===== src/rtl/alu_share_arbiter.sv =====
// ============================================================================
// Module   : alu_share_arbiter
// Purpose  : Shares one ALU between the integer pipeline (requester 0) and the
//            branch/address unit (requester 1). Grants at most one request per
//            cycle, muxes the granted operands onto the ALU inputs and captures
//            the ALU result in a 1-deep valid/ready response slot per requester.
// Config   : ALU_ARB_RR_EN defined   -> round-robin on contention
//            ALU_ARB_RR_EN undefined -> fixed priority, requester 1 wins
// Revision : 1.0  initial release
// ============================================================================
`default_nettype none

module alu_share_arbiter #(
  parameter int TAG_W = 4
) (
  input  logic             clk,
  input  logic             rst_n,

  // requester 0 : integer pipeline
  input  logic             req0_valid,
  output logic             req0_ready,
  input  logic [3:0]       req0_alu_op,
  input  logic             req0_d1_sel,
  input  logic             req0_d2_sel,
  input  logic [31:0]      req0_rs1_data,
  input  logic [31:0]      req0_rs2_data,
  input  logic [31:0]      req0_immediate,
  input  logic [31:0]      req0_pc,
  input  logic [TAG_W-1:0] req0_tag,

  // requester 1 : branch/address unit
  input  logic             req1_valid,
  output logic             req1_ready,
  input  logic [3:0]       req1_alu_op,
  input  logic             req1_d1_sel,
  input  logic             req1_d2_sel,
  input  logic [31:0]      req1_rs1_data,
  input  logic [31:0]      req1_rs2_data,
  input  logic [31:0]      req1_immediate,
  input  logic [31:0]      req1_pc,
  input  logic [TAG_W-1:0] req1_tag,

  // response slots
  output logic             rsp0_valid,
  input  logic             rsp0_ready,
  output logic [31:0]      rsp0_data,
  output logic [TAG_W-1:0] rsp0_tag,
  output logic             rsp1_valid,
  input  logic             rsp1_ready,
  output logic [31:0]      rsp1_data,
  output logic [TAG_W-1:0] rsp1_tag,

  // ALU side
  output logic [3:0]       alu_op,
  output logic             d1_sel,
  output logic             d2_sel,
  output logic [31:0]      rs1_data,
  output logic [31:0]      rs2_data,
  output logic [31:0]      immediate,
  output logic [31:0]      pc,
  input  logic [31:0]      alu_result
);

  // --------------------------------------------------------------------------
  // Requester signals gathered into index-addressable form
  // --------------------------------------------------------------------------
  logic [1:0]       req_valid;
  logic [1:0]       rsp_ready;
  logic [TAG_W-1:0] req_tag     [2];

  logic [1:0]       rsp_valid_q;
  logic [31:0]      rsp_data_q  [2];
  logic [TAG_W-1:0] rsp_tag_q   [2];

  logic [1:0]       elig;
  logic [1:0]       gnt;

  assign req_valid  = {req1_valid, req0_valid};
  assign rsp_ready  = {rsp1_ready, rsp0_ready};
  assign req_tag[0] = req0_tag;
  assign req_tag[1] = req1_tag;

  // A requester may only be granted if its response slot is free or is being
  // drained this very cycle, so a result is never dropped.
  assign elig = req_valid & (~rsp_valid_q | rsp_ready);

`ifdef ALU_ARB_RR_EN
  // --------------------------------------------------------------------------
  // Round-robin: on contention grant the requester that did not win last.
  // --------------------------------------------------------------------------
  logic last_q;
  logic last_d;

  // Grant selection; reset gates grants so the ALU sees zeros while held.
  always_comb begin
    gnt = 2'b00;
    if (elig == 2'b11) begin
      gnt = last_q ? 2'b01 : 2'b10;
    end else begin
      gnt = elig;
    end
    if (!rst_n) begin
      gnt = 2'b00;
    end
  end

  // Pointer follows the granted index; holds when nothing is granted.
  always_comb begin
    last_d = last_q;
    if (gnt[0]) begin
      last_d = 1'b0;
    end else if (gnt[1]) begin
      last_d = 1'b1;
    end
  end

  // Pointer register; reset value 1 makes requester 0 preferred first.
  always_ff @(posedge clk or negedge rst_n) begin
    if (!rst_n) begin
      last_q <= 1'b1;
    end else begin
      last_q <= last_d;
    end
  end
`else
  // --------------------------------------------------------------------------
  // Fixed priority: the branch/address unit always wins contention.
  // Requester 0 can starve while requester 1 keeps requesting.
  // --------------------------------------------------------------------------
  // Grant selection; reset gates grants so the ALU sees zeros while held.
  always_comb begin
    gnt    = 2'b00;
    gnt[1] = elig[1];
    gnt[0] = elig[0] & ~elig[1];
    if (!rst_n) begin
      gnt = 2'b00;
    end
  end
`endif

  assign req0_ready = gnt[0];
  assign req1_ready = gnt[1];

  // --------------------------------------------------------------------------
  // ALU operand/control mux; all zero when nothing is granted
  // --------------------------------------------------------------------------
  // Drive the ALU from whichever requester holds the one-hot grant.
  always_comb begin
    alu_op    = 4'd0;
    d1_sel    = 1'b0;
    d2_sel    = 1'b0;
    rs1_data  = 32'd0;
    rs2_data  = 32'd0;
    immediate = 32'd0;
    pc        = 32'd0;
    if (gnt[1]) begin
      alu_op    = req1_alu_op;
      d1_sel    = req1_d1_sel;
      d2_sel    = req1_d2_sel;
      rs1_data  = req1_rs1_data;
      rs2_data  = req1_rs2_data;
      immediate = req1_immediate;
      pc        = req1_pc;
    end else if (gnt[0]) begin
      alu_op    = req0_alu_op;
      d1_sel    = req0_d1_sel;
      d2_sel    = req0_d2_sel;
      rs1_data  = req0_rs1_data;
      rs2_data  = req0_rs2_data;
      immediate = req0_immediate;
      pc        = req0_pc;
    end
  end

  // --------------------------------------------------------------------------
  // Per-requester 1-deep response slots (independent of each other)
  // --------------------------------------------------------------------------
  for (genvar i = 0; i < 2; i++) begin : g_slot
    logic             valid_d;
    logic [31:0]      data_d;
    logic [TAG_W-1:0] tag_d;

    // Capture on grant (wins over a same-cycle drain); otherwise drain on
    // ready. Data and tag are only rewritten by a capture.
    always_comb begin
      valid_d = rsp_valid_q[i];
      data_d  = rsp_data_q[i];
      tag_d   = rsp_tag_q[i];
      if (gnt[i]) begin
        valid_d = 1'b1;
        data_d  = alu_result;
        tag_d   = req_tag[i];
      end else if (rsp_ready[i]) begin
        valid_d = 1'b0;
      end
    end

    // Slot registers; reset discards any pending response.
    always_ff @(posedge clk or negedge rst_n) begin
      if (!rst_n) begin
        rsp_valid_q[i] <= 1'b0;
        rsp_data_q[i]  <= 32'd0;
        rsp_tag_q[i]   <= '0;
      end else begin
        rsp_valid_q[i] <= valid_d;
        rsp_data_q[i]  <= data_d;
        rsp_tag_q[i]   <= tag_d;
      end
    end
  end

  assign rsp0_valid = rsp_valid_q[0];
  assign rsp0_data  = rsp_data_q[0];
  assign rsp0_tag   = rsp_tag_q[0];
  assign rsp1_valid = rsp_valid_q[1];
  assign rsp1_data  = rsp_data_q[1];
  assign rsp1_tag   = rsp_tag_q[1];

endmodule

`default_nettype wire

===== config.mk =====
export PLATFORM = sky130hd
export DESIGN_NAME = alu_share_arbiter
export DESIGN_NICKNAME = d
export VERILOG_FILES = /design/src/rtl/alu_share_arbiter.sv
export SDC_FILE = /design/constraint.sdc
export NUM_CORES = 1
export LEC_CHECK = 0
export BUFFER_PORTS_ARGS = -buffer_cell sky130_fd_sc_hd__buf_2
export CAP_MARGIN = 20
export CORE_AREA = 2 2 204 206
export DETAILED_ROUTE_END_ITERATION = 7
export DIE_AREA = 0 0 206 208
export RECOVER_POWER = 100
export SYNTH_ARGS = -nofsm -noshare
export SYNTH_HDL_FRONTEND = slang
export SYNTH_SLANG_ARGS = --single-unit

===== constraint.sdc =====
create_clock -name clk -period 2.85 [get_ports clk]
set_input_delay 0.7125 -clock clk [delete_from_list [all_inputs] [get_ports clk]]
set_output_delay 0.7125 -clock clk [all_outputs]
set_load 0.01 [all_outputs]

==> run summary, run 1 <==
STATUS
-------------------------------------------------------------------------------
Result of the run                                                     completed

ROUTING
-------------------------------------------------------------------------------
Total iterations of the first detailed-routing run                            5
Number of remaining DRC errors                                                0
Vias after detailed routing                                                5653
Total wirelength of the detailed-routed design                         26100 um
Via count normalized by instance count                                     4.08
Antenna viol nets, final                                                      0
Average wire per cell in the routed design                              18.9 um
DRT iter0 DRCs                                                              412

CTS
-------------------------------------------------------------------------------
TritonCTS clock tree                                                       done
Post_cts resized                                                              0
Cts bufs inserted                                                             9
Level count of the clock H-tree                                               3
Clock net sink count                                                         74
Master cell of the clock root buffer                                  clkbuf_16
Hold Buf Count CTS                                                            0
Clock transition at the registers of the reported paths                   60 ps
Clock insertion delay at the later pin of the skew report                340 ps
Clock tree buffer depth                                                       2
Setup Fix Bufs, Post-CTS                                                      0

TIMING
-------------------------------------------------------------------------------
Unrepaired setup endpoints after global routing                              no
Pins Over Slew Limit                                                          0
Worst-case setup margin in the final layout                             64.0 ps
Transition time at the pin with the least slew margin                    699 ps
Relative slew slack                                                       53.4%
Setup TNS after final layout                                               0 ps
Upper clock frequency limit                                             359 MHz
Smallest hold slack                                                      431 ps
Layout Skew                                                             9.54 ps
Clock period minus final worst setup slack                              2790 ps
Count of endpoints failing hold in the final timing report                    0
Finish-stage setup viols                                                      0
Final period util                                                         97.8%

CELLS AND AREA
-------------------------------------------------------------------------------
Nets                                                                       1160
Share of cells above drive strength 1                                     55.9%
Fill cell instance count of the final layout                               4573
Area growth, synth to finish                                              75.5%
Post-route core utilization                                               19.2%
Post-route cell area                                                 7780 sq um

PLACED DESIGN
-------------------------------------------------------------------------------
Number of port buffers                                                      523
Dpl ws                                                                  82.0 ps
Half-perimeter wire length of the detailed placement result            22100 um
Instance area after placement                                        7670 sq um
Final weighted congestion of routability-driven global placement          0.861

FLOORPLANNING
-------------------------------------------------------------------------------
I/O pin total                                                               524
DIE AREA                                                            42800 sq um
Vert. Die Dim                                                            208 um
Die W                                                                    206 um
Std-Cell Core Area                                                  40600 sq um
Initial core utilization                                                  10.9%
Standard-cell row count                                                      74

CRITICAL PATH
-------------------------------------------------------------------------------
Setup slack on the worst flop-to-flop path                               480 ps
Slowest CP cell                                                        a211oi_4
Data required time of the critical path                                 2140 ps
Element type at the critical path start                               input pin
Path type of the worst setup path                                  input pin to output port
Highest cell delay on the worst timing path                              280 ps
Series of cell instances along the critical path                   buf_2 > nand2b_4 > a211oi_4 > buf_12 > buf_12 > a32o_1 > clkbuf_1
Most common cell type on the critical path                               buf_12
Critical path fanouts, max                                                   36
Data arrival time at the worst-slack endpoint                           2070 ps
Endpoint kind of the worst setup timing path                        output port

FLOW RUN
-------------------------------------------------------------------------------
Total of max-cap violations                                                   0

POWER
-------------------------------------------------------------------------------
Total leakage power                                                     3.43 nW
Power density normalized to cell area                               507 nW/um^2
Max rail drop VDD                                                    0.000754 V

SYNTHESIS
-------------------------------------------------------------------------------
Sequential cell area fraction in the yosys report                         41.8%
Synthesized area divided by synthesized cell count                   13.0 sq um
Number of instances in the synthesized netlist                              341
Cell area after synthesis                                            4430 sq um
Synth Warn #                                                                  0
Cell variety after synth                                                     17
Post-synth net total                                                        655
Number of register bits inferred by synthesis                                74

GLOBAL ROUTING
-------------------------------------------------------------------------------
Overall track demand over capacity in global routing                      11.0%
Total congestion overflow after global routing                                0
Wire length of the first global-routing pass                           34800 um
Antenna violations before repair                                              5
Pin count of the biggest net entering global routing                        110
Vias in the first global route                                             5340

MIN PATH
-------------------------------------------------------------------------------
Classification of the worst-slack hold path                        input pin to async pin

## cell type report
| cell class | count | area (sq um) | area share, % |
|---|---|---|---|
| clock buffer | 9 | 225 | 2.90 |
| sequential | 74 | 1850 | 23.8 |
| timing repair buffer | 546 | 2710 | 34.8 |
| multi-input combinational | 214 | 2220 | 28.5 |
| antenna | 2 | 5.00 | 0.0643 |
| inverter | 1 | 3.75 | 0.0483 |
| clock inverter | 7 | 101 | 1.30 |
| tap | 532 | 666 | 8.56 |
## synthesized netlist by cell type, drive strengths merged
master  instances  area (sq um)
nand2           2          7.51
nand2b          1          13.8
buf            32           293
or2             1          6.26
a32o          134          1340
clkbuf         20          75.1
a211oi          1          12.5
mux2           72           811
dfrtp          74          1850
nand3           1          5.00
nor2b           1          6.26
inv             1          3.75
and2            1          6.26
## final timing paths
kind / endpoint / from / cells past startpoint
max reg2reg: rsp0_data[0]$_DFFE_PN0P_ / rsp0_valid$_DFFE_PN0P_ / 6
max in group asynchronous: rsp1_data[4]$_DFFE_PN0P_ / rst_n / 2
min reg2reg: rsp0_data[10]$_DFFE_PN0P_ / rsp0_data[10]$_DFFE_PN0P_ / 1
max: rs2_data[17] / rsp1_ready / 7
min: rsp0_data[2]$_DFFE_PN0P_ / rst_n / 2
min in group clk: rsp0_data[10]$_DFFE_PN0P_ / rsp0_data[10]$_DFFE_PN0P_ / 1
## routing by layer
metal	vias to the layer above	track usage, %	part of all wire, %
li1	2473	-	-
met1	2799	13.1	39
met2	352	19.3	49
met3	25	3.09	9.8
met4	4	3.03	2.3
met5	-	0	0.099
## critical path: cells and delay by family
| family | cells | cell delay [ps] |
|---|---|---|
| AND/OR/NAND/NOR | 1 | 150 |
| AO/OA/AOI/OAI | 2 | 450 |
| buffers and inverters | 4 | 700 |
## where the power goes
group          switching [W]  internal (W)  leakage, nW
registers           0.000111       0.00127        0.874
clock network       0.000466      0.000772        0.152
logic               0.000711      0.000615         2.40
## logic make-up after synthesis
logic type | after synthesis | share of synthesized area, %
muxes | 72 | 18.3
and+or+nand+nor | 7 | 1.02
DFF | 74 | 41.8
AOI/OAI and AO/OA | 135 | 30.5
buffers and inverters | 53 | 8.38
## sequential cells by signal, summed over array words and instances (netlist names)
register and cells:
rsp0_tag 4, rsp1_valid 1, rsp0_data 32, rsp1_tag 4, rsp1_data 32, rsp0_valid 1
## cell usage in the layout (no fill, tap or decap), types with 2 or more instances in the layout
cell type / instances
clkbuf_1: 160
buf_12: 10
clkbuf_2: 37
clkbuf_16: 9
diode_2: 2
mux2_2: 70
mux2_1: 2
dfrtp_1: 74
clkinv_4: 2
nand2_1: 2
clkinvlp_4: 2
buf_4: 6
buf_2: 331
a32o_1: 134
bufinv_16: 2
## stage by stage
step                      instances  total power, W
after floorplan                 341         0.00205
after global placement         1367         0.00279
after detailed placement       1367         0.00282
after CTS                      1383         0.00408
after global routing           1383         0.00415
final                          1385         0.00394
(Power assumes the default switching activity.)
==> inputs of run 2 (changes only) <==
- REMOVE_ABC_BUFFERS: default -> 1
==> run 2 against run 1 <==
Critical path depth stayed put. Utilization is 0.065 points higher. Combinational power hardly changed. First-iteration DRC count is 2.9% lower. Clock-buffer cell count stayed put. Worst setup slack worse by 34 ps. Cell count is 1.1% higher. Via count is 1.5% higher.
==> run summary, run 2 (synthesized netlist as in run 1, its figures left out) <==
FLOORPLANNING
-------------------------------------------------------------------------------------
Standard-cell row count                                                            74   unchanged
Vert. Die Dim                                                                  208 um   unchanged
Initial core utilization                                                        10.9%   unchanged
Std-Cell Core Area                                                        40600 sq um   unchanged
DIE AREA                                                                  42800 sq um   unchanged
I/O pin total                                                                     524   unchanged
Die W                                                                          206 um   unchanged

PLACED DESIGN
-------------------------------------------------------------------------------------
Number of port buffers                                                            523   unchanged
Half-perimeter wire length of the detailed placement result                  22300 um   +0.93%
Final weighted congestion of routability-driven global placement                0.930   +8.1%

CTS
-------------------------------------------------------------------------------------
TritonCTS clock tree                                                             done
Cts bufs inserted                                                                   9   unchanged
Clock insertion delay at the later pin of the skew report                      340 ps   about the same
Clock net sink count                                                               74   unchanged
Clock transition at the registers of the reported paths                         60 ps   about the same
Clock tree buffer depth                                                             2   unchanged
Setup Fix Bufs, Post-CTS                                                            0   unchanged
Post_cts resized                                                                    0   unchanged
Hold Buf Count CTS                                                                  0   unchanged
Level count of the clock H-tree                                                     3   unchanged
Master cell of the clock root buffer                                        clkbuf_16

CELLS AND AREA
-------------------------------------------------------------------------------------
Share of cells above drive strength 1                                           58.8%   +2.8 points
Area growth, synth to finish                                                    76.1%
Nets                                                                             1175   +1.3%
Most frequent cells in the layout                                        buf_2, clkbuf_1, a32o_1
Fill cell instance count of the final layout                                     4575   +0.044%
Most frequent standard cell in the layout excluding fill and tap cells          buf_2

ROUTING
-------------------------------------------------------------------------------------
Total wirelength of the detailed-routed design                               26400 um   +1.1%
Average wire per cell in the routed design                                    18.9 um   about the same
Via count normalized by instance count                                           4.10   +0.40%
Number of remaining DRC errors                                                      0   unchanged
Vias after detailed routing                                                      5737   +1.5%
Total iterations of the first detailed-routing run                                  5   unchanged
DRT iter0 DRCs                                                                    400   -2.9%
Antenna viol nets, final                                                            0   unchanged

CRITICAL PATH
-------------------------------------------------------------------------------------
Path type of the worst setup path                                        input pin to output port
Reg-to-Reg End                                                           rsp0_data[17]$_DFFE_PN0P_
Data required time of the critical path                                       2140 ps   about the same
Setup slack on the worst flop-to-flop path                                     710 ps   +230 ps
Critical path fanouts, max                                                         32   -11%
Data arrival time at the worst-slack endpoint                                 2110 ps   +40 ps
Endpoint kind of the worst setup timing path                              output port
Depth of the worst register-to-register path                                        5   -1
Element type at the critical path start                                     input pin
Critical register-to-register path startpoint                            rsp1_valid$_DFFE_PN0P_

GLOBAL ROUTING
-------------------------------------------------------------------------------------
Met2 layer usage reported by global route                                       18.6%   -0.67 points
Total congestion overflow after global routing                                      0   unchanged
Overall track demand over capacity in global routing                            11.2%   +0.20 points
Met3 track utilization from global routing                                      3.40%   +0.31 points
Pin count of the biggest net entering global routing                               80   -27%
Met1 Track Usage GR                                                             14.3%   +1.3 points
GRT busiest layer                                                                met2
Antenna violations before repair                                                    6   +1
Wire length of the first global-routing pass                                 35300 um   +1.2%
Vias in the first global route                                                   5379   +0.73%

TIMING
-------------------------------------------------------------------------------------
Upper clock frequency limit                                                   355 MHz   -1.2%
Final period util                                                               99.0%   +1.2 points
Layout Skew                                                                   3.40 ps   -6.13 ps
Count of endpoints failing hold in the final timing report                          0   unchanged
Pins Over Slew Limit                                                                0   unchanged
Clock period minus final worst setup slack                                    2820 ps   +34.2 ps
Finish-stage setup viols                                                            0   unchanged
Transition time at the pin with the least slew margin                         1060 ps   +365 ps
Unrepaired setup endpoints after global routing                                   yes
Relative slew slack                                                             29.1%   -24 points
Setup TNS after final layout                                                     0 ps   unchanged
Smallest hold slack                                                            355 ps   -75.6 ps

MIN PATH
-------------------------------------------------------------------------------------
Classification of the worst-slack hold path                              input pin to async pin

POWER
-------------------------------------------------------------------------------------
Power Total                                                                 0.00379 W   -4.0%
Power density normalized to cell area                                     485 nW/um^2   -4.3%
Total leakage power                                                           3.53 nW   +3.0%
Max rail drop VDD                                                          0.000436 V   -42%

STATUS
-------------------------------------------------------------------------------------
Result of the run                                                           completed

FLOW RUN
-------------------------------------------------------------------------------------
Total of max-cap violations                                                         0   unchanged

==> run 2: per-stage QoR <==
step                utilization, %  setup WS [ps]  std cells  cell area, sq um
floorplan                        -          -4740        289              4070
global placement              19.0           71.9       1382              7720
detailed placement            19.0           51.1       1382              7720
CTS                           19.7           44.9       1398              8000
global route                  19.2          -13.6       1399              7800
finish                        19.2           29.8       1400              7800
==> run 2: layer usage <==
metal,share of wire [%],vias up
met5,0.12,-
met4,1.2,4
met3,11,28
met2,47,358
met1,41,2839
li1,-,2508
==> run 2: final cells by class <==
type | count | area, sq um | share of cell area, %
clock buffers | 9 | 225 | 2.89
inverters | 1 | 3.75 | 0.0481
flip-flops and latches | 74 | 1850 | 23.7
repair buffers | 561 | 2780 | 35.6
multi-input cells | 214 | 2220 | 28.4
diodes | 2 | 5.00 | 0.0641
clock inverters | 7 | 52.6 | 0.673
well taps | 532 | 666 | 8.53
==> run 2: worst max path at each step <==
stage               startpoint            to  slack [ps]  cells past startpoint
global placement    rsp1_ready         pc[9]          70                      6
detailed placement  rsp1_ready  rs2_data[13]          50                      6
finish              rsp1_ready  rs1_data[18]          30                      7
global route        rsp1_ready  rs2_data[13]         -10                      6
CTS                 rsp1_ready         pc[7]          40                      7
floorplan           rsp1_ready     alu_op[0]       -4740                      3
==> run 2: critical path, stage by stage <==
cell and delay [ps]:
buf_2 100, nand2b_4 150, a211oi_4 300, buf_12 230, buf_12 190, a32o_1 210, buf_2 160
==> run 2: power by group <==
part	internal, W	total [W]	switching, W	leakage, nW
combinational	0.000623	0.00134	0.000720	2.52
sequential	0.00127	0.00138	0.000114	0.874
clock	0.000595	0.00106	0.000466	0.136
==> inputs of run 3 (changes only) <==
- CELL_PAD_IN_SITES_DETAIL_PLACEMENT: default -> 2
- CELL_PAD_IN_SITES_GLOBAL_PLACEMENT: default -> 2
- CORE_AREA: 2 2 204 206 -> 2 2 202 204
- DIE_AREA: 0 0 206 208 -> 0 0 204 206
- GPL_TIMING_DRIVEN: default -> 0
- PLACE_DENSITY_LB_ADDON: default -> 0.1
==> run 3 against run 2 <==
First-iteration DRC count is 44% lower. Utilization is 1.2 points higher. Worst setup slack better by 37 ps. Register-to-register slack worse by 260 ps. Sequential power hardly changed. Global-route usage is 5.3 points higher. Total power is 9.5% higher. Non-clock buffer count is 5 lower. Die area is 1.9% lower. Critical path type unchanged. Critical endpoint is now rs2_data[9]. Largest cell class unchanged. Highest routed layer unchanged.
==> run summary, run 3 (synthesized netlist as in run 1, its figures left out) <==
CRITICAL PATH
-------------------------------------------------------------------------------------
Buffers & Inverters on Critical Path                                                6   +2
Data arrival time at the worst-slack endpoint                                 2070 ps   -40 ps
Depth of the worst register-to-register path                                        6   +1
Total number of cells along the worst setup path                                    9   +2
Element type at the critical path start                                     input pin
Path type of the worst setup path                                        input pin to output port
Largest delay contributor family on the critical path                    buffers and inverters
Series of cell instances along the critical path                         buf_16 > buf_16 > nand2_2 > a211oi_4 > buf_6 > buf_6 > buf_12 > a32o_2 > buf_6
Most common cell type on the critical path                                      buf_6
Critical path fanouts, max                                                         17   -47%
Reg-to-Reg End                                                           rsp0_data[18]$_DFFE_PN0P_
Setup slack on the worst flop-to-flop path                                     450 ps   -260 ps
Data required time of the critical path                                       2140 ps   about the same
Start point of the critical path                                                rst_n
Critical register-to-register path startpoint                            rsp0_valid$_DFFE_PN0P_
Endpoint kind of the worst setup timing path                              output port
Slowest CP cell                                                              a211oi_4
Highest cell delay on the worst timing path                                    280 ps   -20 ps
CP endpoint                                                               rs2_data[9]

POWER
-------------------------------------------------------------------------------------
Relative contribution of sequential cells to total power                        33.2%   -3.3 points
Total leakage power                                                           3.72 nW   +5.2%
Power density normalized to cell area                                     506 nW/um^2   +4.3%
Power Total                                                                 0.00415 W   +9.5%
Power spent charging and discharging nets                                   0.00136 W   +4.3%
Internal power of the cells                                                 0.00279 W   +12%
Switching power as a share of total power                                       32.7%   -1.6 points
Max rail drop VDD                                                          0.000308 V   -29%
Combinational Power Share                                                       35.0%   -0.5 points
Proportion of power drawn by the clock network                                  31.8%   +3.8 points

GLOBAL ROUTING
-------------------------------------------------------------------------------------
Vias in the first global route                                                   5882   +9.4%
Wire length of the first global-routing pass                                 48400 um   +37%
Overall track demand over capacity in global routing                            16.6%   +5.3 points
Total congestion overflow after global routing                                      0   unchanged
Antenna violations before repair                                                   19   +13
Pin count of the biggest net entering global routing                               69   -14%

FLOW RUN
-------------------------------------------------------------------------------------
Total of max-cap violations                                                         0   unchanged

CTS
-------------------------------------------------------------------------------------
Cts bufs inserted                                                                   9   unchanged
Clock transition at the registers of the reported paths                         60 ps   about the same
TritonCTS clock tree                                                             done
Master cell of the clock root buffer                                        clkbuf_16
Clock tree buffer depth                                                             2   unchanged
Clock insertion delay at the later pin of the skew report                      350 ps   about the same
Clock net sink count                                                               74   unchanged
Level count of the clock H-tree                                                     3   unchanged

TIMING
-------------------------------------------------------------------------------------
Setup TNS after final layout                                                     0 ps   unchanged
Count of endpoints failing hold in the final timing report                          0   unchanged
Relative slew slack                                                             33.6%   +4.5 points
Smallest hold slack                                                            359 ps   +3.76 ps
Pins Over Slew Limit                                                                0   unchanged
Transition time at the pin with the least slew margin                          996 ps   -67.8 ps
Upper clock frequency limit                                                   359 MHz   +1.3%
Final period util                                                               97.7%   -1.3 points
Layout Skew                                                                   9.42 ps   +6.02 ps
Finish-stage setup viols                                                            0   unchanged
Clock period minus final worst setup slack                                    2780 ps   -37.0 ps

CELLS AND AREA
-------------------------------------------------------------------------------------
Nets                                                                             1172   -0.26%
Fill cell instance count of the final layout                                     4751   +3.8%
Most frequent standard cell in the layout excluding fill and tap cells          buf_2
Share of cells above drive strength 1                                           59.6%   +0.85 points
Most frequent cells in the layout                                        buf_2, clkbuf_1, a32o_1
Area growth, synth to finish                                                    85.0%
Final standard cell count with taps included and fillers excluded                1402   +0.14%
Sequential cell area                                                       1850 sq um   unchanged
Area of the multi-input gates                                              2250 sq um   +1.2%

FLOORPLANNING
-------------------------------------------------------------------------------------
Initial core utilization                                                        11.0%   +0.10 points
DIE AREA                                                                  42000 sq um   -1.9%
Die W                                                                          204 um   -0.97%
Vert. Die Dim                                                                  206 um   -0.96%
Standard-cell row count                                                            74   unchanged
Std-Cell Core Area                                                        40200 sq um   -0.91%
I/O pin total                                                                     524   unchanged

PLACED DESIGN
-------------------------------------------------------------------------------------
Half-perimeter wire length of the detailed placement result                  28900 um   +29%
Final weighted congestion of routability-driven global placement                0.795   -15%
Cells after DPL                                                                  1357   -1.8%
Number of port buffers                                                            523   unchanged

ROUTING
-------------------------------------------------------------------------------------
Via count normalized by instance count                                           4.10   about the same
DRT iter0 DRCs                                                                    224   -44%
Amount of wire on met3 after detailed routing                                 3040 um   +6.0%
Post-route met1 wirelength                                                   14400 um   +33%
Vias after detailed routing                                                      5745   +0.14%
Total iterations of the first detailed-routing run                                  4   -1
Antenna viol nets, final                                                            0   unchanged
Average wire per cell in the routed design                                    26.4 um   +40%
Total wirelength of the detailed-routed design                               37000 um   +40%
Length of routed met2 wiring                                                 18600 um   +50%
Highest signal layer in the routed design                                        met5
Number of remaining DRC errors                                                      0   unchanged

MIN PATH
-------------------------------------------------------------------------------------
Classification of the worst-slack hold path                              input pin to async pin

STATUS
-------------------------------------------------------------------------------------
Result of the run                                                           completed

-- run 3: cell types whose count changed in the layout (fill, tap and decap cells not counted), sizes merged --
cell      before  now
bufbuf         0    7
buf          367  361
diode          2    8
clkbuf       203  198
bufinv         0    3
and2           1    3
clkinv         4    2
inv            3    1
clkinvlp       1    0
-- run 3: per-layer routing --
metal	vias to the layer above	track usage, %
met5	-	0
li1	2519	-
met2	273	29.0
met1	2889	18.8
met4	10	5.02
met3	54	6.02
-- run 3: final cells by class --
| type | count | area share (%) |
|---|---|---|
| antenna | 8 | 0.244 |
| clock inverter | 5 | 1.27 |
| tap | 532 | 8.12 |
| inverter | 1 | 0.107 |
| multi-input combinational | 216 | 27.4 |
| sequential | 74 | 22.6 |
| timing repair buffer | 556 | 37.5 |
| clock buffer | 10 | 2.79 |
-- run 3: per-stage QoR --
step,utilization [%],cell area (sq um),setup WS [ps]
final,20.4,8200,66.8
after CTS,20.9,8410,-9.78
after global routing,20.4,8190,-5.70
after floorplan,-,4070,-4740
after global placement,18.3,7350,-13890
after detailed placement,19.0,7650,-1760
-- run 3: how the worst min path moves through the flow --
stage               slack, ps                       end                startpoint
floorplan                 420  rsp0_data[0]$_DFFE_PN0P_                     rst_n
global placement          460  rsp0_data[9]$_DFFE_PN0P_  rsp0_data[9]$_DFFE_PN0P_
detailed placement        480  rsp0_data[9]$_DFFE_PN0P_  rsp0_data[9]$_DFFE_PN0P_
CTS                       330   rsp0_tag[2]$_DFFE_PN0P_                     rst_n
global route              330   rsp0_tag[2]$_DFFE_PN0P_                     rst_n
finish                    360   rsp0_tag[2]$_DFFE_PN0P_                     rst_n
-- run 3: power groups by stage --
stage	clock network (W)	registers, W	logic (W)
floorplan	0	0.00150	0.000498
global placement	0	0.00138	0.00148
detailed placement	0	0.00139	0.00148
CTS	0.00140	0.00138	0.00157
global route	0.00144	0.00141	0.00156
finish	0.00132	0.00138	0.00145
-- run 3: repair_timing --
| action | in CTS | in global routing |
|---|---|---|
| gates resized for setup | 17 | 3 |
| hold endpoints to repair | 0 | 0 |
| setup endpoints to repair | 199 | 72 |
| cloned | 10 | 1 |
| hold buffers | 0 | 0 |
| setup buffers | 13 | 0 |
| pin swaps | 3 | 1 |
